$ cat config.mk
export PLATFORM = sky130hd
export DESIGN_NAME = seq_detect_sched
export DESIGN_NICKNAME = d
export VERILOG_FILES = /design/src/rtl/seq_detect_pkg.sv /design/src/rtl/seq_detect_core.sv /design/src/rtl/seq_detect_sched.sv
export SDC_FILE = /design/constraint.sdc
export NUM_CORES = 1
export LEC_CHECK = 0
export CAP_MARGIN = 20
export CORE_AREA = 2 2 39 41
export CTS_BUF_LIST = sky130_fd_sc_hd__clkbuf_4 sky130_fd_sc_hd__clkbuf_8
export DETAILED_ROUTE_END_ITERATION = 8
export DIE_AREA = 0 0 41 43
export GPL_ROUTABILITY_DRIVEN = 0
export HOLD_SLACK_MARGIN = 0.08
export PLACE_DENSITY = 0.83
export SYNTH_ARGS = -nofsm -noshare
export SYNTH_HDL_FRONTEND = slang
export SYNTH_SLANG_ARGS = --single-unit
$ cat constraint.sdc
create_clock -name clk -period 1.59 [get_ports clk]
set_input_delay 0.159 -clock clk [delete_from_list [all_inputs] [get_ports clk]]
set_output_delay 0.159 -clock clk [all_outputs]
set_load 0.02 [all_outputs]
$ cat src/rtl/seq_detect_pkg.sv
// Shared definitions for the multi-context sequence detector.
// Holds the detector state encoding used by the core and the scheduler.
package seq_detect_pkg;

  localparam int DET_STATE_W = 2;

  typedef enum logic [DET_STATE_W-1:0] {
    S0 = 2'd0,
    S1 = 2'd1,
    S2 = 2'd2
  } det_state_e;

endpackage

$ cat src/rtl/seq_detect_core.sv
// Combinational step function of the a -> b -> (a&b)* detector.
// The state is stored outside this block, one copy per requester, so
// this core only computes the next state and the match flag.
//
//   state | meaning
//   S0    | idle, waiting for a=1
//   S1    | saw a, waiting for b=1
//   S2    | saw a then b; each a&b=1 sample is a match
//   other | illegal encoding, recovers to S0 without a match
import seq_detect_pkg::*;

module seq_detect_core (
  input  logic [DET_STATE_W-1:0] state_in,
  input  logic                   a,
  input  logic                   b,
  output logic [DET_STATE_W-1:0] state_next,
  output logic                   y
);

  // next-state and match decode for one granted sample
  always_comb begin
    state_next = S0;
    y          = 1'b0;
    case (state_in)
      S0: state_next = a ? S1 : S0;
      S1: state_next = b ? S2 : S0;
      S2: begin
        if (a && b) begin
          state_next = S2;
          y          = 1'b1;
        end
      end
      default: state_next = S0;
    endcase
  end

endmodule

$ cat src/rtl/seq_detect_sched.sv
// Round-robin scheduler that time-shares one sequence detector core
// between NREQ requesters, each with its own saved detector context.
// Optional per-requester match counters are built only when the macro
// SEQ_DETECT_SCHED_CNT_EN is defined; otherwise cnt_out is tied to 0.
import seq_detect_pkg::*;

module seq_detect_sched #(
  parameter int NREQ  = 2,
  parameter int CNT_W = 8
) (
  input  logic                    clk,
  input  logic                    reset,
  input  logic [NREQ-1:0]         req_valid,
  input  logic [NREQ-1:0]         req_a,
  input  logic [NREQ-1:0]         req_b,
  input  logic [NREQ-1:0]         req_clr,
  output logic [NREQ-1:0]         req_ready,
  output logic                    match_valid,
  output logic [$clog2(NREQ)-1:0] match_id,
  input  logic [$clog2(NREQ)-1:0] cnt_sel,
  output logic [CNT_W-1:0]        cnt_out
);

  localparam int IDW = $clog2(NREQ);

  logic [DET_STATE_W-1:0] ctx [NREQ];
  logic [IDW-1:0]         rr_ptr;
  logic                   grant_valid;
  logic [IDW-1:0]         grant_idx;
  logic [IDW-1:0]         cand;
  logic                   step;
  logic                   hit;
  logic [DET_STATE_W-1:0] state_next;
  logic                   y;

  // pick the first valid requester at or after rr_ptr; scanning the
  // offsets downward lets the smallest offset win the final assignment
  always_comb begin
    grant_valid = 1'b0;
    grant_idx   = '0;
    cand        = '0;
    for (int k = NREQ - 1; k >= 0; k--) begin
      cand = IDW'((int'(rr_ptr) + k) % NREQ);
      if (req_valid[cand]) begin
        grant_valid = 1'b1;
        grant_idx   = cand;
      end
    end
  end

  // one-hot ready; a sample offered during reset is never consumed
  always_comb begin
    req_ready = '0;
    if (grant_valid && !reset) req_ready[grant_idx] = 1'b1;
  end

  assign step = grant_valid && !reset;
  // a clear on the granted requester swallows the sample without a match
  assign hit  = step && y && !req_clr[grant_idx];

  seq_detect_core u_core (
    .state_in   (ctx[grant_idx]),
    .a          (req_a[grant_idx]),
    .b          (req_b[grant_idx]),
    .state_next (state_next),
    .y          (y)
  );

  // context save, round-robin pointer and registered match pulse
  always_ff @(posedge clk) begin
    if (reset) begin
      for (int i = 0; i < NREQ; i++) ctx[i] <= S0;
      rr_ptr      <= '0;
      match_valid <= 1'b0;
      match_id    <= '0;
    end else begin
      for (int i = 0; i < NREQ; i++) begin
        if (req_clr[i])                           ctx[i] <= S0;
        else if (step && (grant_idx == IDW'(i)))  ctx[i] <= state_next;
      end
      if (step) begin
        rr_ptr <= (grant_idx == IDW'(NREQ - 1)) ? '0 : grant_idx + 1'b1;
      end
      match_valid <= hit;
      if (hit) match_id <= grant_idx;
    end
  end

`ifdef SEQ_DETECT_SCHED_CNT_EN
  logic [CNT_W-1:0] cnt [NREQ];

  // saturating per-requester match counters, clear has priority
  always_ff @(posedge clk) begin
    if (reset) begin
      for (int i = 0; i < NREQ; i++) cnt[i] <= '0;
    end else begin
      for (int i = 0; i < NREQ; i++) begin
        if (req_clr[i]) begin
          cnt[i] <= '0;
        end else if (hit && (grant_idx == IDW'(i)) && (cnt[i] != '1)) begin
          cnt[i] <= cnt[i] + 1'b1;
        end
      end
    end
  end

  // counter readback; out-of-range selects read as zero
  always_comb begin
    cnt_out = '0;
    if (int'(cnt_sel) < NREQ) cnt_out = cnt[cnt_sel];
  end
`else
  logic unused_cnt_sel;
  assign unused_cnt_sel = ^cnt_sel;

  // counters not built: readback is constantly zero
  always_comb begin
    cnt_out = '0;
  end
`endif

endmodule

==> reports/summary.txt, run 1 <==
outcome -> complete, but fails checks
violated checks -> negative setup slack
Final Hold Viols -> 0
Layout fillers -> 152
multi-input logic area -> 295 sq um
sequential element share of the synthesized area -> 0.349
initial core utilization -> 0.373
worst path buffer plus inverter count -> 0
clock skew -> 0.00297 ns
sequential share of power -> 0.400
clock buffer count from CTS -> 3
Nets -> 94
CP cell instances -> nor2b_2 > nand3_2 > a222oi_1 > mux2_1
antenna cells -> 0
residual DRC count -> 0
placed insts -> 92
Root Driver -> clkbuf_4
vias -> 494
flops & latches, synth -> 7
Setup crit end kind -> register
Post-synth EDFFs -> 4
H-Tree Depth -> 1
Mean Syn Cell Area -> 8.61 sq um
site row count -> 14
minimum clock period -> 1.60 ns
Slew Limit Fails -> 0
switch share -> 0.287
Die Area -> 1760 sq um
largest net degree at the start of global routing -> 11
Sequential Area -> 181 sq um
number of global-route vias before repair -> 461
Crit path largest cell delay -> 0.45 ns
Setup Crit Path Kind -> reg2reg
CTS Hold Buffers Added -> 0
worst skew pair latency -> 0.25 ns
FMAX -> 627 MHz
WHS -> 0.461 ns
synthesized area -> 517 sq um
setup violators final -> 1
Sink Count -> 7
VDD IR-drop max -> 0.000441 V
Max Root-Sink Buffers -> 2
drt initial violations -> 10
Hold Crit Class -> in2reg
share of total power in the clock network -> 0.358
most common cell after layout, fill and taps aside -> clkdlybuf4s50_1
Combinational Power Share -> 0.242
crit path launch -> ctx[1][0]$_SDFFCE_PN0P_
Tcrit/Tclk final -> 1.00
Top Ports -> 23
global-route wire length before repair -> 1950 microns
Die X -> 41 microns
CP Launch Type -> register
CTS tree -> done
CP required -> 1.73 ns
Area Overhead vs Synth -> 38.5%
input/output buffers -> 13
P_leak -> 0.000309 uW
Routed Antenna Nets -> 0
Syn Inst Count -> 60
Core Util, Final -> 0.517
Synth Flop Type -> edfxtp_1
drt via density -> 5.04
core box area -> 1380 sq um
max-cap viol count -> 0
delay-heaviest family, CP -> compound AO/OA/AOI/OAI gates
Worst Path Arrival -> 1.73 ns
Ys Warns -> 0
WL per Instance -> 12.4 microns
Netlist cell types -> 31
RSZ-0062 raised after global routing -> true
Worst path slowest cell -> a222oi_1
commonest non-fill, non-tap cells in the layout -> 9 x clkdlybuf4s50_1, 8 x conb_1, 8 x buf_4
share of post-route cells with drive strength above 1 -> 0.256
First-pass DRT Iterations -> 4
WL final -> 1210 microns
Pwr Density -> 720 nW/um^2
fin worst setup slack -> -0.00568 ns
initial antenna violation count -> 0
R2R Path Start -> ctx[1][0]$_SDFFCE_PN0P_
Worst-path clk slew -> 0.06 ns
hold path start -> req_valid[0]
total grt overflow -> 0
die height -> 43 microns
Power Internal -> 368 uW
asr flop ratio synth -> 0
Pwr Total -> 515 uW
Final HPWL DP -> 915 microns
Psw -> 148 uW
crit-path max FO -> 3
GRT Total Usage -> 0.167
Post-Layout Cell Count -> 98
-- logic make-up after synthesis --
family                 after synthesis  share of synthesized area
flip-flops                           7                      0.349
buffers and inverters               12                      0.160
AND/OR/NAND/NOR                     29                      0.320
AO/OA/AOI/OAI                        9                      0.123
multiplexers                         2                     0.0412
other                                1                    0.00726
-- synthesized netlist by cell type (all sizes together) (2+ instances only) --
cell type	count	area, sq um
buf	9	71.3
nor2b	4	27.5
nand3	4	25.0
nand2	7	26.3
edfxtp	4	120
o21ai	3	15.0
nor2	5	18.8
inv	2	7.50
a2111oi	2	17.5
dfxtp	3	60.1
-- path summary, 6_finish.rpt --
| check | to | slack, ns | depth (start not counted) |
|---|---|---|---|
| hold / removal | ctx[0][1]$_SDFFCE_PN0P_ | 0.46 | 3 |
| setup reg to reg | match_id$_SDFFE_PP0P_ | -0.006 | 4 |
| hold reg to reg | rr_ptr$_SDFFE_PP0N_ | 0.55 | 2 |
| setup / recovery | match_id$_SDFFE_PP0P_ | -0.006 | 4 |
-- state kept, by name, summed over array words and instances (netlist names) --
register and flops:
match_valid 1, ctx 4, match_id 1, rr_ptr 1
-- per-stage QoR --
stage	cell area, sq um	setup TNS (ns)	worst slack [ns]
after floorplan	543	0	0.143
after global placement	663	-1.80	-0.383
after detailed placement	663	-2.23	-0.418
after CTS	719	-0.0300	-0.0300
after global routing	716	-0.132	-0.132
final	716	-0.00568	-0.00568
-- worst min-delay path, cell delays in order --
cell and delay, ns:
dlygate4sd2_1 0.24, nand2_1 0.08, nand2_1 0.10
-- power groups by stage --
stage	logic, uW	registers, uW	clock network [uW]
after floorplan	86.7	207	0
after global placement	120	209	0
after detailed placement	121	209	0
after CTS	121	206	190
after global routing	138	207	194
final	125	206	184
-- final cells by class --
type | instances | area share
repair buffers | 21 | 0.253
clock buffers | 4 | 0.0420
well taps | 16 | 0.0280
inverters | 2 | 0.0105
flip-flops and latches | 7 | 0.253
multi-input cells | 48 | 0.413
-- per-layer routing --
metal  routed length, microns  track usage  vias to the layer above
li1                         -            -                      244
met1                      525        0.207                      230
met2                      588        0.253                       18
met3                       81       0.0314                        2
met4                       14        0.100                        0
met5                        0            0                        -
-- repair_timing --
item                       CTS  global route
gates resized for setup      7             6
setup buffers                3             0
setup endpoints to repair    6             5
pin swaps                    1             1
Power figures use the tool's default switching activity.
==> inputs of run 2 (changes only) <==
==> constraint.sdc (replaced) <==
create_clock -name clk -period 2 [get_ports clk]
set_input_delay 0.2 -clock clk [delete_from_list [all_inputs] [get_ports clk]]
set_output_delay 0.2 -clock clk [all_outputs]
set_load 0.02 [all_outputs]
==> run 2 against run 1 <==
Net effect:
- the run now ends clean
- combinational power fell by 26%
- wire length fell by 20%
- power fell by 23%
- worst hold slack improved by 0.11 ns
- critical endpoint is now req_ready[0]
- largest cell class unchanged
==> reports/summary.txt, run 2 (synthesized netlist as in run 1, its figures left out) <==
max-cap viol count -> 0 (unchanged)
share of post-route cells with drive strength above 1 -> 0.177 (was 0.256)
VDD IR-drop max -> 0.000250 V (was 0.000441 V)
Slew Limit Fails -> 0 (unchanged)
worst r2r dst -> match_id$_SDFFE_PP0P_ (unchanged)
clock buffer count from CTS -> 3 (unchanged)
Die Area -> 1760 sq um (unchanged)
Die X -> 41 microns (unchanged)
number of global-route vias before repair -> 403 (was 461)
fin area -> 688 sq um (was 716 sq um)
minimum clock period -> 1.84 ns
commonest non-fill, non-tap cells in the layout -> 12 x clkdlybuf4s50_1, 8 x conb_1, 7 x nand2_1 (was 9 x clkdlybuf4s50_1, 8 x conb_1, 8 x buf_4)
drt initial violations -> 7 (was 10)
CP required -> 1.80 ns (was 1.73 ns)
Sink Count -> 7 (unchanged)
crit-path max FO -> 7 (was 3)
antenna cells -> 0 (unchanged)
Final HPWL DP -> 775 microns (was 915 microns)
FF-to-FF setup slack -> 0.33 ns (was -0.006 ns)
clock skew -> 0.00302 ns (was 0.00297 ns)
Setup Crit Path Kind -> in2out (was reg2reg)
drt via density -> 4.84 (was 5.04)
Hold Path Sink -> rr_ptr$_SDFFE_PP0N_ (was ctx[0][1]$_SDFFCE_PN0P_)
setup violators final -> 0 (was 1)
initial antenna violation count -> 0 (unchanged)
largest net degree at the start of global routing -> 11 (unchanged)
Post-Layout Cell Count -> 95 (was 98)
Worst Path Arrival -> 1.64 ns (was 1.73 ns)
worst skew pair latency -> 0.25 ns (about the same)
outcome -> finished, final reports clean (was complete, but fails checks)
Layout fillers -> 145 (was 152)
total grt overflow -> 0 (unchanged)
pre-CTS WS -> -0.0519 ns (was -0.418 ns)
Pwr Density -> 576 nW/um^2 (was 720 nW/um^2)
Hold Crit Class -> reg2reg (was in2reg)
die height -> 43 microns (unchanged)
worst r2r path cells -> 5 (was 4)
Worst path slowest cell -> clkdlybuf4s50_1 (was a222oi_1)
Top Ports -> 23 (unchanged)
post-CTS setup buffer count -> 0 (was 3)
CTS tree -> done (unchanged)
WL per Instance -> 10.2 microns (was 12.4 microns)
Most flops, register -> ctx (unchanged)
Core Util, Final -> 0.497 (was 0.517)
Setup crit end kind -> output pin (was register)
FMAX -> 543 MHz
max FFs per register -> 4 (unchanged)
CP Launch Type -> input pin (was register)
Tcrit/Tclk final -> 0.921
global-route wire length before repair -> 1570 microns (was 1950 microns)
GRT Total Usage -> 0.133 (was 0.167)
initial core utilization -> 0.373 (unchanged)
H-Tree Depth -> 1 (unchanged)
site row count -> 14 (unchanged)
Worst-path clk slew -> 0.05 ns (was 0.06 ns)
fin worst setup slack -> 0.158 ns (was -0.00568 ns)
Nets -> 91 (was 94)
core box area -> 1380 sq um (unchanged)
vias -> 460 (was 494)
most common cell after layout, fill and taps aside -> clkdlybuf4s50_1 (unchanged)
input/output buffers -> 13 (unchanged)
hold path start -> rr_ptr$_SDFFE_PP0N_ (was req_valid[0])
WHS -> 0.567 ns (was 0.461 ns)
placed insts -> 91 (was 92)
CP cell instances -> clkdlybuf4s50_1 > buf_4 > nor2_1 > clkdlybuf4s50_1 (was nor2b_2 > nand3_2 > a222oi_1 > mux2_1)
residual DRC count -> 0 (unchanged)
RSZ-0062 raised after global routing -> false (was true)
WHS Path Cells -> 2 (was 3)
Crit path largest cell delay -> 0.61 ns (was 0.45 ns)
Final Hold Viols -> 0 (unchanged)
R2R Path Start -> rr_ptr$_SDFFE_PP0N_ (was ctx[1][0]$_SDFFCE_PN0P_)
Max Root-Sink Buffers -> 2 (unchanged)
Root Driver -> clkbuf_4 (unchanged)
First-pass DRT Iterations -> 4 (unchanged)
WL final -> 970 microns (was 1210 microns)
P_leak -> 0.000297 uW (was 0.000309 uW)
Routed Antenna Nets -> 0 (unchanged)
crit-path most repeated cell -> clkdlybuf4s50_1
crit path launch -> reset (was ctx[1][0]$_SDFFCE_PN0P_)
Placed Area -> 656 sq um (was 663 sq um)
Area Overhead vs Synth -> 33.2% (was 38.5%)
-- run 2: cell types whose count changed in the layout (fill, tap and decap cells not counted), sizes merged --
cell,before,now
dlygate4sd2,3,0
clkbuf,5,4
dlymetal6s2s,0,1
buf,8,5
clkdlybuf4s50,9,12
-- run 2: power breakdown --
| group | total [uW] | switching [uW] | internal, uW |
|---|---|---|---|
| sequential | 162 | 3.67 | 159 |
| clock | 141 | 51.7 | 89.6 |
| combinational | 92.7 | 50.9 | 41.8 |
| total | 396 | 106 | 290 |
-- run 2: layout make-up --
type,instances,area [sq um],share of cell area
Clock buffer,4,30.0,0.0436
Tap cell,16,20.0,0.0291
Timing Repair Buffer,18,170,0.247
Sequential cell,7,180,0.262
Inverter,2,7.51,0.0109
Multi-Input combinational cell,48,280,0.407
-- run 2: through the flow --
stage	setup TNS [ns]	power (uW)
6_report	0	396
5_1_grt	0	422
4_1_cts	0	404
3_5_place_dp	-0.0519	257
3_3_place_gp	-0.0426	256
2_1_floorplan	0	234
-- run 2: how the worst max path moves through the flow --
stage                                 end  slack (ns)
finish                       req_ready[0]        0.16
global route        match_id$_SDFFE_PP0P_        0.07
floorplan           match_id$_SDFFE_PP0P_        0.55
global placement    match_id$_SDFFE_PP0P_       -0.04
detailed placement  match_id$_SDFFE_PP0P_       -0.05
CTS                          req_ready[1]        0.05
-- run 2: worst max-delay path, delay by kind of cell --
family / cells / cell delay, ns
and+or+nand+nor: 1 / 0.10
buffers and inverters: 3 / 1.34
-- run 2: repair_timing --
action	CTS	global route
hold buffers	0	0
setup endpoints to repair	0	1
gates resized for setup	0	1
-- run 2: layer usage --
metal,track usage,part of all wire,vias up
met1,0.189,0.45,202
met3,0.0157,0.073,2
met5,0,0,-
met4,0.0800,0.014,0
li1,-,-,238
met2,0.184,0.46,18
